--- src/rtl/bit_stuffer_pkg.sv ---
`default_nettype none
// ============================================================================
//  Module      : bit_stuffer_pkg
//  Description : Shared constants and types for the SIE transmit bit stuffer.
//                USB_STUFF_RUN  - consecutive 1s that force a stuffed 0
//                stuff_state_e  - bit stuffer FSM state encoding
//  Revision    : 1.0  initial release
// ============================================================================
package bit_stuffer_pkg;

    localparam int USB_STUFF_RUN = 6;

    typedef enum logic [0:0] {
        ST_PASS  = 1'b0,
        ST_STUFF = 1'b1
    } stuff_state_e;

endpackage : bit_stuffer_pkg
`default_nettype wire

--- src/rtl/bit_stuffer_stuff_run_counter.sv ---
`default_nettype none
// ============================================================================
//  Module      : stuff_run_counter
//  Description : Counts consecutive emitted data 1s and flags when the next
//                data 1 completes a run of RUN_LEN.
//  Ports       : clk  in  system clock
//                rst  in  asynchronous active-low reset
//                clr  in  clear the run count (has priority over inc)
//                inc  in  count one more data 1
//                hit  out run count equals RUN_LEN-1
//  Revision    : 1.0  initial release
// ============================================================================
module stuff_run_counter #(
    parameter int RUN_LEN = 6
) (
    input  logic clk,
    input  logic rst,
    input  logic clr,
    input  logic inc,
    output logic hit
);

    localparam int CNT_W = $clog2(RUN_LEN);

    logic [CNT_W-1:0] ones_cnt_q;
    logic [CNT_W-1:0] ones_cnt_d;

    always_comb begin
        ones_cnt_d = ones_cnt_q;
        if (clr) begin
            ones_cnt_d = '0;
        end else if (inc) begin
            ones_cnt_d = ones_cnt_q + 1'b1;
        end
    end

    always_ff @(posedge clk or negedge rst) begin
        if (!rst) begin
            ones_cnt_q <= '0;
        end else begin
            ones_cnt_q <= ones_cnt_d;
        end
    end

    assign hit = (ones_cnt_q == CNT_W'(RUN_LEN - 1));

endmodule : stuff_run_counter
`default_nettype wire

--- src/rtl/bit_stuffer.sv ---
`default_nettype none
// ============================================================================
//  Module      : bit_stuffer
//  Description : Serial bit stuffer for the SIE transmit path. Inserts a 0
//                after every RUN_LEN consecutive 1s and stalls upstream while
//                the stuffed bit is emitted. One-entry output register with
//                valid/ready handshake on both sides.
//  Ports       : clk        in   system clock
//                rst        in   asynchronous active-low reset
//                in_bit     in   serial bit from mux stage
//                in_valid   in   in_bit valid
//                in_last    in   in_bit is last bit of packet
//                in_ready   out  block accepts in_bit this cycle
//                out_bit    out  stuffed serial bit to NRZI encoder
//                out_valid  out  out_bit valid
//                out_last   out  out_bit is final bit of stuffed packet
//                out_ready  in   NRZI encoder accepts out_bit
//                stuff_cnt  out  stuffed bits in current/most recent packet
//                pkt_done   out  pulse when the out_last bit transfers
//  Revision    : 1.0  initial release
// ============================================================================
module bit_stuffer
    import bit_stuffer_pkg::*;
#(
    parameter int RUN_LEN = USB_STUFF_RUN,
    parameter int STAT_W  = 8
) (
    input  logic              clk,
    input  logic              rst,
    input  logic              in_bit,
    input  logic              in_valid,
    input  logic              in_last,
    output logic              in_ready,
    output logic              out_bit,
    output logic              out_valid,
    output logic              out_last,
    input  logic              out_ready,
    output logic [STAT_W-1:0] stuff_cnt,
    output logic              pkt_done
);

    stuff_state_e      state_q,        state_d;
    logic              out_bit_q,      out_bit_d;
    logic              out_valid_q,    out_valid_d;
    logic              out_last_q,     out_last_d;
    logic              pending_last_q, pending_last_d;
    logic              first_q,        first_d;
    logic [STAT_W-1:0] stuff_cnt_q,    stuff_cnt_d;

    logic load_ok;
    logic in_xfer;
    logic run_clr;
    logic run_inc;
    logic run_hit;

    // Output register can take a new bit when empty or being drained.
    assign load_ok  = !out_valid_q || out_ready;
    // Gated by rst so upstream sees no acceptance while reset is held.
    assign in_ready = rst && (state_q == ST_PASS) && load_ok;
    assign in_xfer  = in_valid && in_ready;

    stuff_run_counter #(
        .RUN_LEN (RUN_LEN)
    ) u_run_counter (
        .clk (clk),
        .rst (rst),
        .clr (run_clr),
        .inc (run_inc),
        .hit (run_hit)
    );

    always_comb begin
        state_d        = state_q;
        out_bit_d      = out_bit_q;
        out_valid_d    = out_valid_q;
        out_last_d     = out_last_q;
        pending_last_d = pending_last_q;
        first_d        = first_q;
        stuff_cnt_d    = stuff_cnt_q;
        run_clr        = 1'b0;
        run_inc        = 1'b0;

        case (state_q)
            ST_PASS: begin
                if (in_xfer) begin
                    out_bit_d   = in_bit;
                    out_valid_d = 1'b1;
                    out_last_d  = in_last;

                    if (first_q) begin
                        stuff_cnt_d = '0;
                        first_d     = 1'b0;
                    end

                    if (in_bit && run_hit) begin
                        // Data bit completes the run: the stuffed 0 that
                        // follows inherits the packet-end marker instead.
                        run_clr        = 1'b1;
                        state_d        = ST_STUFF;
                        pending_last_d = in_last;
                        out_last_d     = 1'b0;
                    end else if (in_bit) begin
                        run_inc = 1'b1;
                    end else begin
                        run_clr = 1'b1;
                    end

                    if (in_last) begin
                        run_clr = 1'b1;
                        first_d = 1'b1;
                    end
                end else if (load_ok) begin
                    out_valid_d = 1'b0;
                end
            end

            ST_STUFF: begin
                if (load_ok) begin
                    out_bit_d   = 1'b0;
                    out_valid_d = 1'b1;
                    out_last_d  = pending_last_q;
                    if (stuff_cnt_q != '1) begin
                        stuff_cnt_d = stuff_cnt_q + 1'b1;
                    end
                    state_d = ST_PASS;
                end
            end

            default: begin
                state_d = ST_PASS;
            end
        endcase
    end

    always_ff @(posedge clk or negedge rst) begin
        if (!rst) begin
            state_q        <= ST_PASS;
            out_bit_q      <= 1'b0;
            out_valid_q    <= 1'b0;
            out_last_q     <= 1'b0;
            pending_last_q <= 1'b0;
            first_q        <= 1'b1;
            stuff_cnt_q    <= '0;
        end else begin
            state_q        <= state_d;
            out_bit_q      <= out_bit_d;
            out_valid_q    <= out_valid_d;
            out_last_q     <= out_last_d;
            pending_last_q <= pending_last_d;
            first_q        <= first_d;
            stuff_cnt_q    <= stuff_cnt_d;
        end
    end

    assign out_bit   = out_bit_q;
    assign out_valid = out_valid_q;
    assign out_last  = out_last_q;
    assign stuff_cnt = stuff_cnt_q;
    // Asserted in the very cycle the final bit is handed over.
    assign pkt_done  = out_valid_q && out_ready && out_last_q;

endmodule : bit_stuffer
`default_nettype wire

--- config.mk ---
export PLATFORM = sky130hd
export DESIGN_NAME = bit_stuffer
export DESIGN_NICKNAME = d
export VERILOG_FILES = /design/src/rtl/bit_stuffer_pkg.sv /design/src/rtl/bit_stuffer_stuff_run_counter.sv /design/src/rtl/bit_stuffer.sv
export SDC_FILE = /design/constraint.sdc
export NUM_CORES = 1
export LEC_CHECK = 0
export BUFFER_PORTS_ARGS = -buffer_cell sky130_fd_sc_hd__buf_2
export CORE_UTILIZATION = 56
export DETAILED_ROUTE_END_ITERATION = 16
export HOLD_SLACK_MARGIN = 0.06
export MAX_ROUTING_LAYER = met4
export PLACE_DENSITY = 0.82
export SYNTH_ARGS = -nofsm -noshare
export SYNTH_HDL_FRONTEND = slang
export SYNTH_HIERARCHICAL = 1
export SYNTH_SLANG_ARGS = --single-unit
--- constraint.sdc ---
create_clock -name clk -period 4.2 [get_ports clk]
set_clock_uncertainty 0.15 [all_clocks]
set_input_delay 0.63 -clock clk [delete_from_list [all_inputs] [get_ports clk]]
set_output_delay 0.63 -clock clk [all_outputs]
set_load 0.01 [all_outputs]
==> summary.md, run 1 <==
| Metric | Value |
|---|---|
| R2R setup slack | 2.10 ns |
| Peak Freq | around 420 MHz |
| Setup CP Type | input pin to flop |
| Critical Path AT | approximately 2.5 ns |
| P_leak | 0.532 nW |
| Total Neg Setup Slack | 0 ns |
| Relative slew slack | 0.609 |
| Final-stage net count | 121 |
| Mean number of vias per cell | 5.98 |
| Yosys top cell by area | dfrtp_1 |
| Crit-path cells | buf_2 > nand2_1 > nor3_1 > nor3b_1 > nor2_1 > a211oi_1 |
| Synthesized flop and latch total | 17 |
| Final instance area | 0.00105 sq mm |
| Maximum vdd ir drop | 0.179 mV |
| Pwr Density | 315 mW/mm^2 |
| Post-cts gate resize count | 0 |
| Critical Path RT | 4.26 ns |
| TritonCTS buffer count | 3 |
| CTS sink count | 17 |
| Setup repair bufs after CTS | 0 |
| # rows | 14 |
| Max stage delay cell, worst path | nor3b_1 |
| Outcome | complete, no violations |
| Yosys top cell area share | 0.438 |
| Buf/Inv on CP | 1 |
| Clock latency on the worst-skew pair | 0.29 ns |
| Max cap viols | 0 |
| Non-Filler Instances | 127 |
| Crit. End Element | flop |
| Final setup vio count | 0 |
| Worst path max stage delay | 0.56 ns |
| Root buffer cell | clkbuf_4 |
| Sequential share of the synthesized area | 0.466 |
| Syn Area/Cell | 10.2 sq um |
| Total wire length | around 1.8 mm |
| CTS clk-pin slew, worst paths | 0.10 ns |
| RePlAce Congestion | 0.814 |
| Worst-margin pin slew | 0.584 ns |
| Die area | 0.00180 sq mm |
| Post-synth cell types | 36 |
| Tot GR Track Use | 0.221 |
| Crit Path Max Fanout | 19 |
| Fin crit period | roughly 2.4 ns |
| 1st-pass router iterations | 4 |
| Initial Utilization | 0.600 |
| P&R area growth vs syn | 14.6% |
| CTS tree | done |
| Longest Clk Path Bufs | 2 |
| Post-synth top flop | dfrtp_1 |
| Count leader, synth | dfrtp_1 |
| Worst Setup Start Kind | input pin |
| Via count | 760 |
| Post-Synthesis Cells | 90 |
| Hold_ws | 0.0960 ns |
| Largest net degree at the start of global routing | 20 |
| Hold Crit Class | input pin to asynchronous set/reset pin |
| Period utilization | 0.569 |
| I/O Buffers | 18 |
| Net Count, Synth | roughly 100 |
| First-pass GRT wire length | 2.93 mm |
| Cells after DPL | 123 |
| Total grt overflow | 0 |
| Ys async rst share | 1.00 |
| Per-cell routed wire length | approximately 14 microns |
| Chip height | 42.4 microns |
| Iter 0 DRT Violations | 8 |
| Top cells by area, synth | dfrtp_1 (44%), nand2_1 (4.9%), ha_1 (4.1%) |
| Remaining DRCs | 0 |
| Design Power | around 0.33 mW |
| Post-DP Area | between 0.001 and 0.0015 sq mm |
| Horiz. Die Dim | approximately 42 microns |
| H-tree lvl count | 1 |
| FF/Latch Area | around 430 sq um |
| Unrepaired setup endpoints after global routing | false |
| Filler cell count in the final layout | 126 |
| YS warnings | 6 |
| Cell family with most CP delay | simple AND/OR/NAND/NOR gates |
| Layout cell share with drive strength beyond 1 | 0.288 |
| Core ar. | ~0.0015 sq mm |
| Number of flops mapped to enable cells by yosys | 0 |
| Worst setup margin | 1.81 ns |
| Diode count | 0 |
| Post-layout util | 0.688 |
| Final hold vios | 0 |
| CTS Hold Bufs | 0 |
| Vias in the first global route | approximately 700 |
| Final Max Slew Viols | 0 |
| Dpl ws | between 1 and 1.5 ns |
| Multi-input logic area | between 400 and 500 sq um |
| Initial antenna violation count | 0 |
| Antenna-violating nets left | 0 |
| I/O pin cnt | 19 |
| Post-synth top cells | dfrtp_1 (16), nand2_1 (12), nand3_1 (6) |
| Mapped cell area | 915 sq um |
-- where the power goes --
group          switching [mW]  internal [mW]  leakage, nW
sequential             0.0119          0.179        0.225
combinational          0.0268         0.0234        0.289
clock                  0.0537         0.0354       0.0177
total                  0.0924          0.238        0.532
-- area by class of cell --
type | instances | share of cell area
Multi-Input combinational cell | 69 | 0.451
Timing Repair Buffer | 18 | 0.0859
Clock inverter | 1 | 0.00477
Tap cell | 16 | 0.0191
Clock buffer | 3 | 0.0215
Inverter | 3 | 0.0107
Sequential cell | 17 | 0.407
-- state kept, by name, summed over array words and instances (netlist names) --
register / flops
pending_last_q: 1
out_bit: 1
out_last: 1
u_run_counter/ones_cnt_q: 3
state_q: 1
first_q: 1
stuff_cnt: 8
out_valid: 1
-- placed cells by master (no fill, tap or decap), types with 2 or more instances in the layout --
| cell type | Yosys | final |
|---|---|---|
| a21oi_1 | 3 | 3 |
| inv_1 | 3 | 3 |
| a211o_1 | 3 | 3 |
| nand2_1 | 12 | 12 |
| nand3_1 | 6 | 6 |
| mux2_2 | 2 | 2 |
| buf_2 | 0 | 18 |
| dfrtp_1 | 16 | 16 |
| o21ai_0 | 5 | 5 |
| nor2_1 | 3 | 3 |
| nor3_1 | 5 | 5 |
| and3_1 | 5 | 5 |
| ha_1 | 3 | 3 |
| clkbuf_4 | 0 | 3 |
-- path summary, 6_finish.rpt --
check	endpoint	depth (start not counted)	startpoint
setup / recovery	u_run_counter/ones_cnt_q[1]	6	rst
hold / removal	stuff_cnt[2]	1	rst
setup reg to reg	u_run_counter/ones_cnt_q[1]	5	out_valid
hold reg to reg	pending_last_q	1	pending_last_q
max in group asynchronous	first_q	1	rst
min in group clk	pending_last_q	1	pending_last_q
-- cell families (layout without fill, tap and decap cells) --
kind of cell             count (synthesis)  in the layout  share of synthesized area
multiplexers                             3              3                     0.0356
AND/OR/NAND/NOR                         41             41                      0.245
AO/OA/AOI/OAI                           21             21                      0.186
buffers and inverters                    4             25                     0.0164
flip-flops                              17             17                      0.466
XOR/XNOR                                 1              1                    0.00958
adder cells (fa/ha/maj)                  3              3                     0.0410
-- routing by layer --
layer / share of wire / vias up / wire length, microns / global-route usage
met5: 0 / - / 0 / -
met1: 0.48 / 357 / 856 / 0.293
met2: 0.47 / 24 / 828 / 0.335
met3: 0.035 / 4 / 63 / 0.0259
li1: - / 375 / - / -
met4: 0.017 / 0 / 31 / 0.113
Note: power is estimated with default switching activity, not from simulation.
==> run 2: changes to the inputs <==
CORE_UTILIZATION = 47   (was 56)
PLACE_DENSITY = 0.74   (was 0.82)
clock period = 2 ns   (was 4.2 ns; I/O delays follow)
==> run 2 against run 1 <==
Compared with the run above:
- global-route usage decreased by 2.0 points
- critical path type is now input pin to output port
- clock power increased by 110%
- clock-buffer cell count increased by 1
==> summary.md, run 2 (synthesis gave the netlist of run 1 again) <==
| Metric | Value |
|---|---|
| 1st-pass router iterations | 4 |
| Sw Pwr | 0.189 mW |
| P_leak | roughly 0.56 nW |
| Outcome | complete, no violations |
| R2R setup slack | 0.11 ns |
| Layout cell share with drive strength beyond 1 | 0.316 |
| Unrepaired setup endpoints after global routing | false |
| Via count | 782 |
| Longest Clk Path Bufs | 2 |
| Dpl ws | 0.130 ns |
| Fin crit period | 1.89 ns |
| CTS tree | done |
| Worst-margin pin slew | 0.285 ns |
| FF/Latch Area | 427 sq um |
| Worst Hold Launch | in_last |
| CTS clk-pin slew, worst paths | 0.10 ns |
| Commonest non-fill, non-tap cell in the layout | buf_2 |
| # rows | 15 |
| Buf/Inv on CP | 4 |
| Final hold vios | 0 |
| Most frequent CP cell | buf_2 |
| Final instance area | roughly 0.0011 sq mm |
| Remaining DRCs | 0 |
| Reg2reg path depth | 5 |
| Die area | 0.00213 sq mm |
| Filler cell count in the final layout | 150 |
| Critical Path AT | 1.44 ns |
| Pwr Density | 627 mW/mm^2 |
| Mean number of vias per cell | 5.51 |
| Max reg flops | 8 |
| Initial Utilization | 0.513 |
| Hold Crit Class | input pin to flop |
| Cell family with most CP delay | buffers and inverters |
| Total grt overflow | 0 |
| TritonCTS buffer count | 3 |
| Post-DP Area | 0.00107 sq mm |
| Tot GR Track Use | 0.202 |
| Core ar. | approximately 0.0018 sq mm |
| Final Max Slew Viols | 0 |
| Clock latency on the worst-skew pair | 0.28 ns |
| RR Endpoint | stuff_cnt[7] |
| Horiz. Die Dim | between 40 and 50 microns |
| Worst Setup Start Kind | input pin |
| Multi-input logic area | 477 sq um |
| Final-stage net count | 127 |
| Hold path depth | 2 |
| Clock share of power | 0.262 |
| Max stage delay cell, worst path | dlygate4sd3_1 |
| Total wire length | approximately 1.8 mm |
| Worst Hold End | pending_last_q |
| Placed wire-length estimate | 1.34 mm |
| I/O pin cnt | 19 |
| Antenna-violating nets left | 0 |
| Vias in the first global route | 716 |
| Worst path max stage delay | around 0.56 ns |
| Final setup vio count | 0 |
| Root buffer cell | clkbuf_4 |
| Hold_ws | around 0.15 ns |
| Crit-path cells | buf_2 > dlygate4sd3_1 > buf_6 > and3_1 > buf_2 |
| Worst R2R Start | stuff_cnt[0] |
| Iter 0 DRT Violations | 15 |
| Diode count | 0 |
| Total Neg Setup Slack | 0 ns |
| Chip height | roughly 46 microns |
| Crit Path Max Fanout | 18 |
| Worst setup margin | 0.108 ns |
| Per-cell routed wire length | 12.4 microns |
| Initial antenna violation count | 0 |
| Critical Path RT | approximately 1.6 ns |
| Maximum vdd ir drop | 0.395 mV |
| Sw Share | 0.270 |
| Logic pwr share | 0.165 |
| Most frequent cells in the layout | buf_2 (18), dfrtp_1 (16), nand2_1 (12) |
| H-tree lvl count | 1 |
| Period utilization | 0.946 |
| I/O Buffers | 18 |
| Crit. End Element | output port |
| First-pass GRT wire length | 2.92 mm |
| Relative slew slack | 0.810 |
| RePlAce Congestion | 0.800 |
| Pint | 0.510 mW |
| P&R area growth vs syn | 21.8% |
| Register share of total power | 0.572 |
| CTS sink count | 17 |
| Max cap viols | 0 |
| Largest net degree at the start of global routing | 19 |
| Setup CP Type | input pin to output port |
| Peak Freq | 528 MHz |
run 2: cell types whose count changed in the layout (fill, tap and decap cells not counted):
cell | previous run | this run
clkbuf_1 | 0 | 1
buf_4 | 0 | 4
dlygate4sd3_1 | 0 | 1
a21oi_1 | 3 | 2
clkinv_2 | 1 | 0
a21oi_2 | 0 | 1
buf_6 | 0 | 1
run 2: final cells by class:
type,count,area share
clock buffers,4,0.0236
multi-input cells,69,0.428
well taps,25,0.0281
repair buffers,24,0.127
flip-flops and latches,17,0.383
inverters,3,0.0101
run 2: repair_timing:
| item | CTS | global route |
|---|---|---|
| hold buffers | 1 | 0 |
| endpoints found under the hold margin | 16 | 0 |
| setup buffers | 0 | 0 |
| resized for setup | 0 | 2 |
| setup endpoints to repair | 0 | 5 |
run 2: how the worst max path moves through the flow:
stage / endpoint / cells past startpoint / slack, ns / from
6_report: in_ready / 5 / 0.11 / rst
5_1_grt: stuff_cnt[7] / 5 / 0.02 / stuff_cnt[0]
4_1_cts: in_ready / 5 / 0.04 / rst
3_5_place_dp: stuff_cnt[5] / 5 / 0.13 / stuff_cnt[0]
3_3_place_gp: stuff_cnt[7] / 5 / 0.20 / stuff_cnt[0]
2_1_floorplan: u_run_counter/ones_cnt_q[2] / 5 / 0.07 / out_valid
run 2: layer usage:
| layer | part of all wire | track usage | routed length (microns) |
|---|---|---|---|
| met3 | 0.033 | 0.0353 | 59 |
| met4 | 0.0074 | 0.100 | 13 |
| met2 | 0.48 | 0.324 | 855 |
| met5 | 0 | - | 0 |
| met1 | 0.47 | 0.243 | 835 |
run 2: power groups by stage:
stage | logic (mW) | clock network (mW) | registers, mW
after floorplan | 0.0632 | 0 | 0.408
after global placement | 0.110 | 0 | 0.405
after detailed placement | 0.114 | 0 | 0.406
after CTS | 0.116 | 0.189 | 0.399
after global routing | 0.132 | 0.203 | 0.405
final | 0.115 | 0.183 | 0.400
run 2: per-stage QoR:
| stage | power [mW] | utilization | std cells |
|---|---|---|---|
| 5_1_grt | 0.740 | 0.625 | 142 |
| 3_3_place_gp | 0.514 | 0.600 | 137 |
| 3_5_place_dp | 0.520 | 0.600 | 137 |
| 4_1_cts | 0.704 | 0.620 | 142 |
| 2_1_floorplan | 0.471 | - | 90 |
| 6_report | 0.698 | 0.625 | 142 |
